### config.mk
export PLATFORM = sky130hd
export DESIGN_NAME = mult_control
export DESIGN_NICKNAME = d
export VERILOG_FILES = /design/src/rtl/mult_control.sv
export SDC_FILE = /design/constraint.sdc
export NUM_CORES = 1
export LEC_CHECK = 0
export CORE_AREA = 2 2 39 41
export CTS_BUF_LIST = sky130_fd_sc_hd__clkbuf_4
export DETAILED_ROUTE_END_ITERATION = 16
export DIE_AREA = 0 0 41 43
export DONT_BUFFER_PORTS = 1
export GPL_TIMING_DRIVEN = 0
export PLACE_DENSITY = 0.51
export SLEW_MARGIN = 20
export SYNTH_ARGS = -nofsm -noshare
export SYNTH_HDL_FRONTEND = slang
export SYNTH_SLANG_ARGS = --single-unit
### constraint.sdc
create_clock -name Clk -period 1.97 [get_ports Clk]
set_input_delay 0.197 -clock Clk [delete_from_list [all_inputs] [get_ports Clk]]
set_output_delay 0.197 -clock Clk [all_outputs]
set_load 0.01 [all_outputs]
### src/rtl/mult_control.sv
// rtl/mult_control.sv - Sequencer for a WIDTH-bit add/shift two's-complement multiplier
module mult_control #(
  parameter int WIDTH = 8
) (
  input  logic Clk,
  input  logic Reset,
  input  logic Run,
  input  logic ClearA_LoadB,
  input  logic M,
  output logic Ld_B,
  output logic Clr_AX,
  output logic Add,
  output logic Sub,
  output logic Shift,
  output logic Busy,
  output logic Done
);

  localparam int IW = $clog2(WIDTH);
  localparam logic [IW-1:0] LAST = IW'(WIDTH - 1);

  typedef enum logic [2:0] {
    IDLE,
    CLEAR,
    ADD,
    SHIFT,
    HOLD
  } state_t;

  state_t         state, state_next;
  logic [IW-1:0]  i, i_next;
  // Set on the edge that leaves the final SHIFT, so it is high only for the first HOLD cycle.
  logic           done_flag, done_flag_next;

  // State, iteration counter and first-HOLD-cycle flag; reset aborts any multiply at once.
  always_ff @(posedge Clk or negedge Reset) begin
    if (!Reset) begin
      state     <= IDLE;
      i         <= '0;
      done_flag <= 1'b0;
    end else begin
      state     <= state_next;
      i         <= i_next;
      done_flag <= done_flag_next;
    end
  end

  // Next state, counter update and output decode.
  always_comb begin
    state_next     = state;
    i_next         = i;
    done_flag_next = 1'b0;
    Ld_B           = 1'b0;
    Clr_AX         = 1'b0;
    Add            = 1'b0;
    Sub            = 1'b0;
    Shift          = 1'b0;
    Busy           = 1'b0;
    Done           = 1'b0;

    case (state)
      IDLE: begin
        // Run takes priority: a start never also reloads B.
        if (Run) begin
          state_next = CLEAR;
        end else if (ClearA_LoadB) begin
          Ld_B   = 1'b1;
          Clr_AX = 1'b1;
        end
      end
      CLEAR: begin
        Clr_AX     = 1'b1;
        Busy       = 1'b1;
        i_next     = '0;
        state_next = ADD;
      end
      ADD: begin
        Add        = M;
        // The last multiplier bit is the sign bit, so its partial product is subtracted.
        Sub        = M && (i == LAST);
        Busy       = 1'b1;
        state_next = SHIFT;
      end
      SHIFT: begin
        Shift = 1'b1;
        Busy  = 1'b1;
        if (i == LAST) begin
          done_flag_next = 1'b1;
          state_next     = HOLD;
        end else begin
          i_next     = i + IW'(1);
          state_next = ADD;
        end
      end
      HOLD: begin
        Done = done_flag;
        if (!Run) begin
          state_next = IDLE;
        end
      end
      default: begin
        state_next = IDLE;
        i_next     = '0;
      end
    endcase

    // While reset is held every output is forced low, including the IDLE load strobes.
    if (!Reset) begin
      Ld_B   = 1'b0;
      Clr_AX = 1'b0;
      Add    = 1'b0;
      Sub    = 1'b0;
      Shift  = 1'b0;
      Busy   = 1'b0;
      Done   = 1'b0;
    end
  end

endmodule

---- Word level (Yosys, flattened, before mapping) ----
Cells that the tools add are included.
operators by class
  $add $sub $neg .......................... 1
  multiply operators ...................... 0
  div/mod/pow operators ................... 0
  magnitude comparators ................... 0
  equality and inequality tests ........... 8
  shift-type cells ........................ 0
  multiplexer cells ....................... 24
  bitwise operators ....................... 1
  reductions and logical operators ........ 6
operators by type and width
  operator             number
  $mux 1               17
  $pmux 3 s5           1
  $mux 3               4
  $eq 3x2->1 const B   2
  $eq 3x3->1 const B   2
  $ne 2x2->1 const B   3
  $pmux 3 s2           1
  $reduce_or 3->1      2
  $reduce_and 2->1     2
  $add 3x1->3 const B  1
  $eq 3x1->1 const B   1
  $logic_not 3->1      1
  $pmux 1 s2           1
  $logic_and 1x1->1    1
  $not 1->1            1
storage, ports and cells
  bits in registers ....................... 7
  latch bits .............................. 0
  bits in writable memories ............... 0
  memory bits (read-only) ................. 0
  word-level logic and storage cells ...... 43
  memories kept ........................... 0

---- Longest topological paths before layout ----
  depth in word-level cells ............... 4
  depth in mapped cells ................... 5

---- Worst setup path before layout ----
Ideal clock, no wire load.
  kind .................................... flip-flop to flip-flop
  start ................................... register i[0]
  end ..................................... register i[0]
  arrival ................................. 1218 ps
  data required time ...................... 1845 ps
  setup slack ............................. 627 ps
  cell stages (with the launch flop) ...... 6
  path buffers ............................ 0
  cells stage by stage .................... dfrtp_1 -> ha_1 -> ha_1 -> nand2_1 -> a21oi_1 -> mux2_2
on the way
  word-level cells in the longest chain between the ends .. 3
RTL lines
  item                                                   line    source
  start: declaration                                     31      logic [IW-1:0] i, i_next;
  start signal: assignment                               43      i <= i_next;
  $add 3x1->3 / $eq 3x3->1 (equally long branches)       91, 87
  $mux 3 / $ne 2x2->1 (equally long branches)            --
  $pmux 3 s2 / $reduce_and 2->1 (equally long branches)  --
Several ways; a longest one is shown, not always the timed one. The select of a mux whose other input is x is not followed.
A chain may end at the register's enable or synchronous reset.

---- Worst setup path after layout ----
  start ................................... register state[1]
  end ..................................... output Clr_AX
on the way
  word-level cells in the longest chain between the ends .. 3
RTL lines
  item                                                  line  source
  start: declaration                                    30    state_t state, state_next;
  start signal: assignment                              42    state <= state_next;
  $eq 3x1->1 / $logic_not 3->1 (equally long branches)  61    case (state)
  $pmux 1 s2 (*)                                        61
  $mux 1 (*)                                            108   if (!Reset) begin
  end: declaration                                      11    output logic Clr_AX,
Mark *: on every way between the ends. The rest lies on a longest branch, timed or not.

==> flow_metrics.py <==
metrics = {
    "run_status": {
        "status": "completed",
    },
    "drt": {
        "ant_nets": 0,
        "viasPerCell": 5.049,
        "first_iter_violations": 10,
        "first_pass_iters": 2,
        "dr_total_vias": 308,
        "wire_per_inst_um": 13.59,
        "route.detailed.drc": 0,
        "drt-total-wl_um": 829,
    },
    "yosys": {
        "ys_top_cells_by_area": "dfrtp_1, ha_1, nor2_1",
        "synth_top_area_share_pct": 44.16,
        "yosysSeqAreaShare_pct": 44.16,
        "synth.avg_cell_area_sq_um": 9.916,
        "syn_area_sq_um": 396.6,
        "synth.ff_latch_count": 7,
        "netlist.top_cell.by_area": "dfrtp_1",
        "postSynthCellCount": 40,
        "synth.distinct_cells": 20,
        "ys_warn_count": 0,
        "synthesis.nets": 47,
    },
    "clock_tree": {
        "cts_tree": "built",
        "cts.sinks": 7,
        "cts_max_level": 1,
        "clock_latency_ns": 0.26,
        "cts_made_buffers": 3,
        "root_buffer": "clkbuf_4",
        "clk_pin_slew_ns": 0.05,
        "ctsResizeCount": 0,
        "ctsLongestPathBuffers": 2,
    },
    "sta": {
        "relSlewSlack_pct": 73.20,
        "rsz0062_at_grt": "false",
        "setup_tns_ns": 0,
        "hold_viol": 0,
        "drv_slew": 0,
        "clock.fmax_mhz": 686.3,
        "setup_violations": 0,
        "finalCritPeriodShare_pct": 73.97,
        "period_needed_ns": 1.457,
        "fin_worst_skew_ns": 0.007130,
        "worst_pin_slew_ns": 0.4011,
    },
    "power_and_ir_drop": {
        "irDropWorstVdd_mv": 0.4484,
        "leakage_nw": 0.2055,
        "power_density_nw_per_um2": 1529,
    },
    "hold_path": {
        "hp-class": "in -> reg",
    },
    "floorplanning": {
        "core-area_sq_um": 1384,
        "die-height_um": 43,
        "num_rows": 14,
        "dieArea_sq_um": 1763,
        "io_pins": 12,
        "die_w_um": 41,
        "start_util_pct": 28.66,
    },
    "worst_setup_path": {
        "startpoint_type": "register",
        "slowest_delay_ns": 0.37,
        "arrival_ns": 1.26,
        "endpoint_kind": "output pin",
        "critical-path-slowest-cell": "dfrtp_1",
        "crit_chain": "buf_6 > nand2b_1 > nor3_1",
        "required_ns": 1.77,
        "worst-path-max-fanout": 10,
        "worstSetupPathType": "reg -> out",
    },
    "layout": {
        "antenna_cells": 0,
        "mostFrequentLayoutCells": "dfrtp_1, nor2_1, clkbuf_4, nand2_1, nor3_1",
        "fin_nets": 53,
        "fillerInstances": 144,
        "drive_above_1_share_pct": 17.78,
        "area_growth_pct": 15.14,
        "final_common_cell": "dfrtp_1",
        "final_util_pct": 33.00,
    },
    "global_route": {
        "grt_pass1_vias": 306,
        "antenna_found_initial": 0,
        "grt.overflow.total": 0,
        "grt_use_total_pct": 11.40,
        "grt_max_degree": 11,
        "grt_first_pass_wirelength_mm": 1.283,
    },
    "place": {
        "io_buffers": 0,
        "finalWeightedCongestion": 0.6668,
        "hpwl_um": 611.8,
    },
    "job": {
        "cap_viol_max_count": 0,
    },
}
-- registers in the layout, indices dropped and copies added (netlist names) --
name and count:
state 3, done_flag 1, i 3
-- synth_stat cells --
cell type / n
buf_6: 1
ha_1: 2
dfrtp_1: 7
nand2b_4: 1
nand2b_1: 2
nand3_1: 1
and2_1: 1
nor3b_2: 1
o21a_1: 1
a21oi_1: 2
nor2_1: 6
o32ai_1: 1
a22o_1: 2
mux2_2: 1
inv_1: 2
nor3_1: 3
nand2_1: 3
and4b_1: 1
and3_1: 1
nor3b_1: 1
-- power by group --
group	internal, mW	total (mW)	switching (mW)
logic	0.148	0.302	0.154
registers	0.201	0.250	0.0489
clock network	0.0912	0.146	0.0547
-- layout make-up --
type | instances | area (sq um) | area share (%)
tap | 16 | 20.02 | 4.384
buffer | 1 | 11.26 | 2.466
timing repair buffer | 1 | 10.01 | 2.192
inverter | 2 | 7.507 | 1.644
clock buffer | 4 | 30.03 | 6.575
sequential | 7 | 175.2 | 38.36
multi-input combinational | 30 | 202.7 | 44.38
-- final timing paths --
path | startpoint | to | slack, ns | depth (start not counted)
min | Run | state[0] | 0.07 | 1
min reg2reg | i[1] | i[1] | 0.52 | 1
max in group asynchronous | Reset | state[2] | 1.44 | 1
max reg2reg | i[0] | i[0] | 0.54 | 5
max | state[1] | Clr_AX | 0.51 | 3
min in group asynchronous | Reset | i[2] | 0.27 | 1
-- worst max-delay path, delay by kind of cell (launching register included) --
kind	cells	cell delay, ns
and+or+nand+nor	2	0.51
DFF	1	0.37
buffers and inverters	1	0.14
-- layer usage --
layer / wire length [um] / global-route usage [%] / up-vias / share of wire [%]
li1: - / - / 154 / -
met1: 369 / 14.05 / 139 / 45
met2: 357 / 15.00 / 12 / 43
met3: 76 / 3.665 / 3 / 9.2
met4: 26 / 10.00 / 0 / 3.1
met5: 0 / 0 / - / 0
-- kinds of logic after synthesis --
| logic type | Yosys count | share of synthesized area (%) |
|---|---|---|
| compound gates | 6 | 11.04 |
| fa+ha+maj | 2 | 6.308 |
| buf+inv | 3 | 4.732 |
| flops | 7 | 44.16 |
| mux | 1 | 2.839 |
| simple gates | 21 | 30.91 |
-- stage by stage --
step | std cells | hold slack [ns] | instance area [sq um] | power, mW | worst slack [ns]
after global routing | 61 | 0.07510 | 456.7 | 0.7496 | 0.4315
after global placement | 56 | -0.09823 | 416.7 | 0.5452 | 0.5411
after CTS | 61 | 0.06130 | 456.7 | 0.7105 | 0.5002
final | 61 | 0.06520 | 456.7 | 0.6981 | 0.5129
after floorplan | 40 | -0.09859 | 396.6 | 0.4946 | 0.6271
after detailed placement | 56 | -0.09835 | 416.7 | 0.5562 | 0.5320
-- timing repair --
action	in CTS	in global routing
hold endpoints to repair	7	0
setup buffers	0	0
hold buffers	1	0
Note: power is estimated with default switching activity, not from simulation.
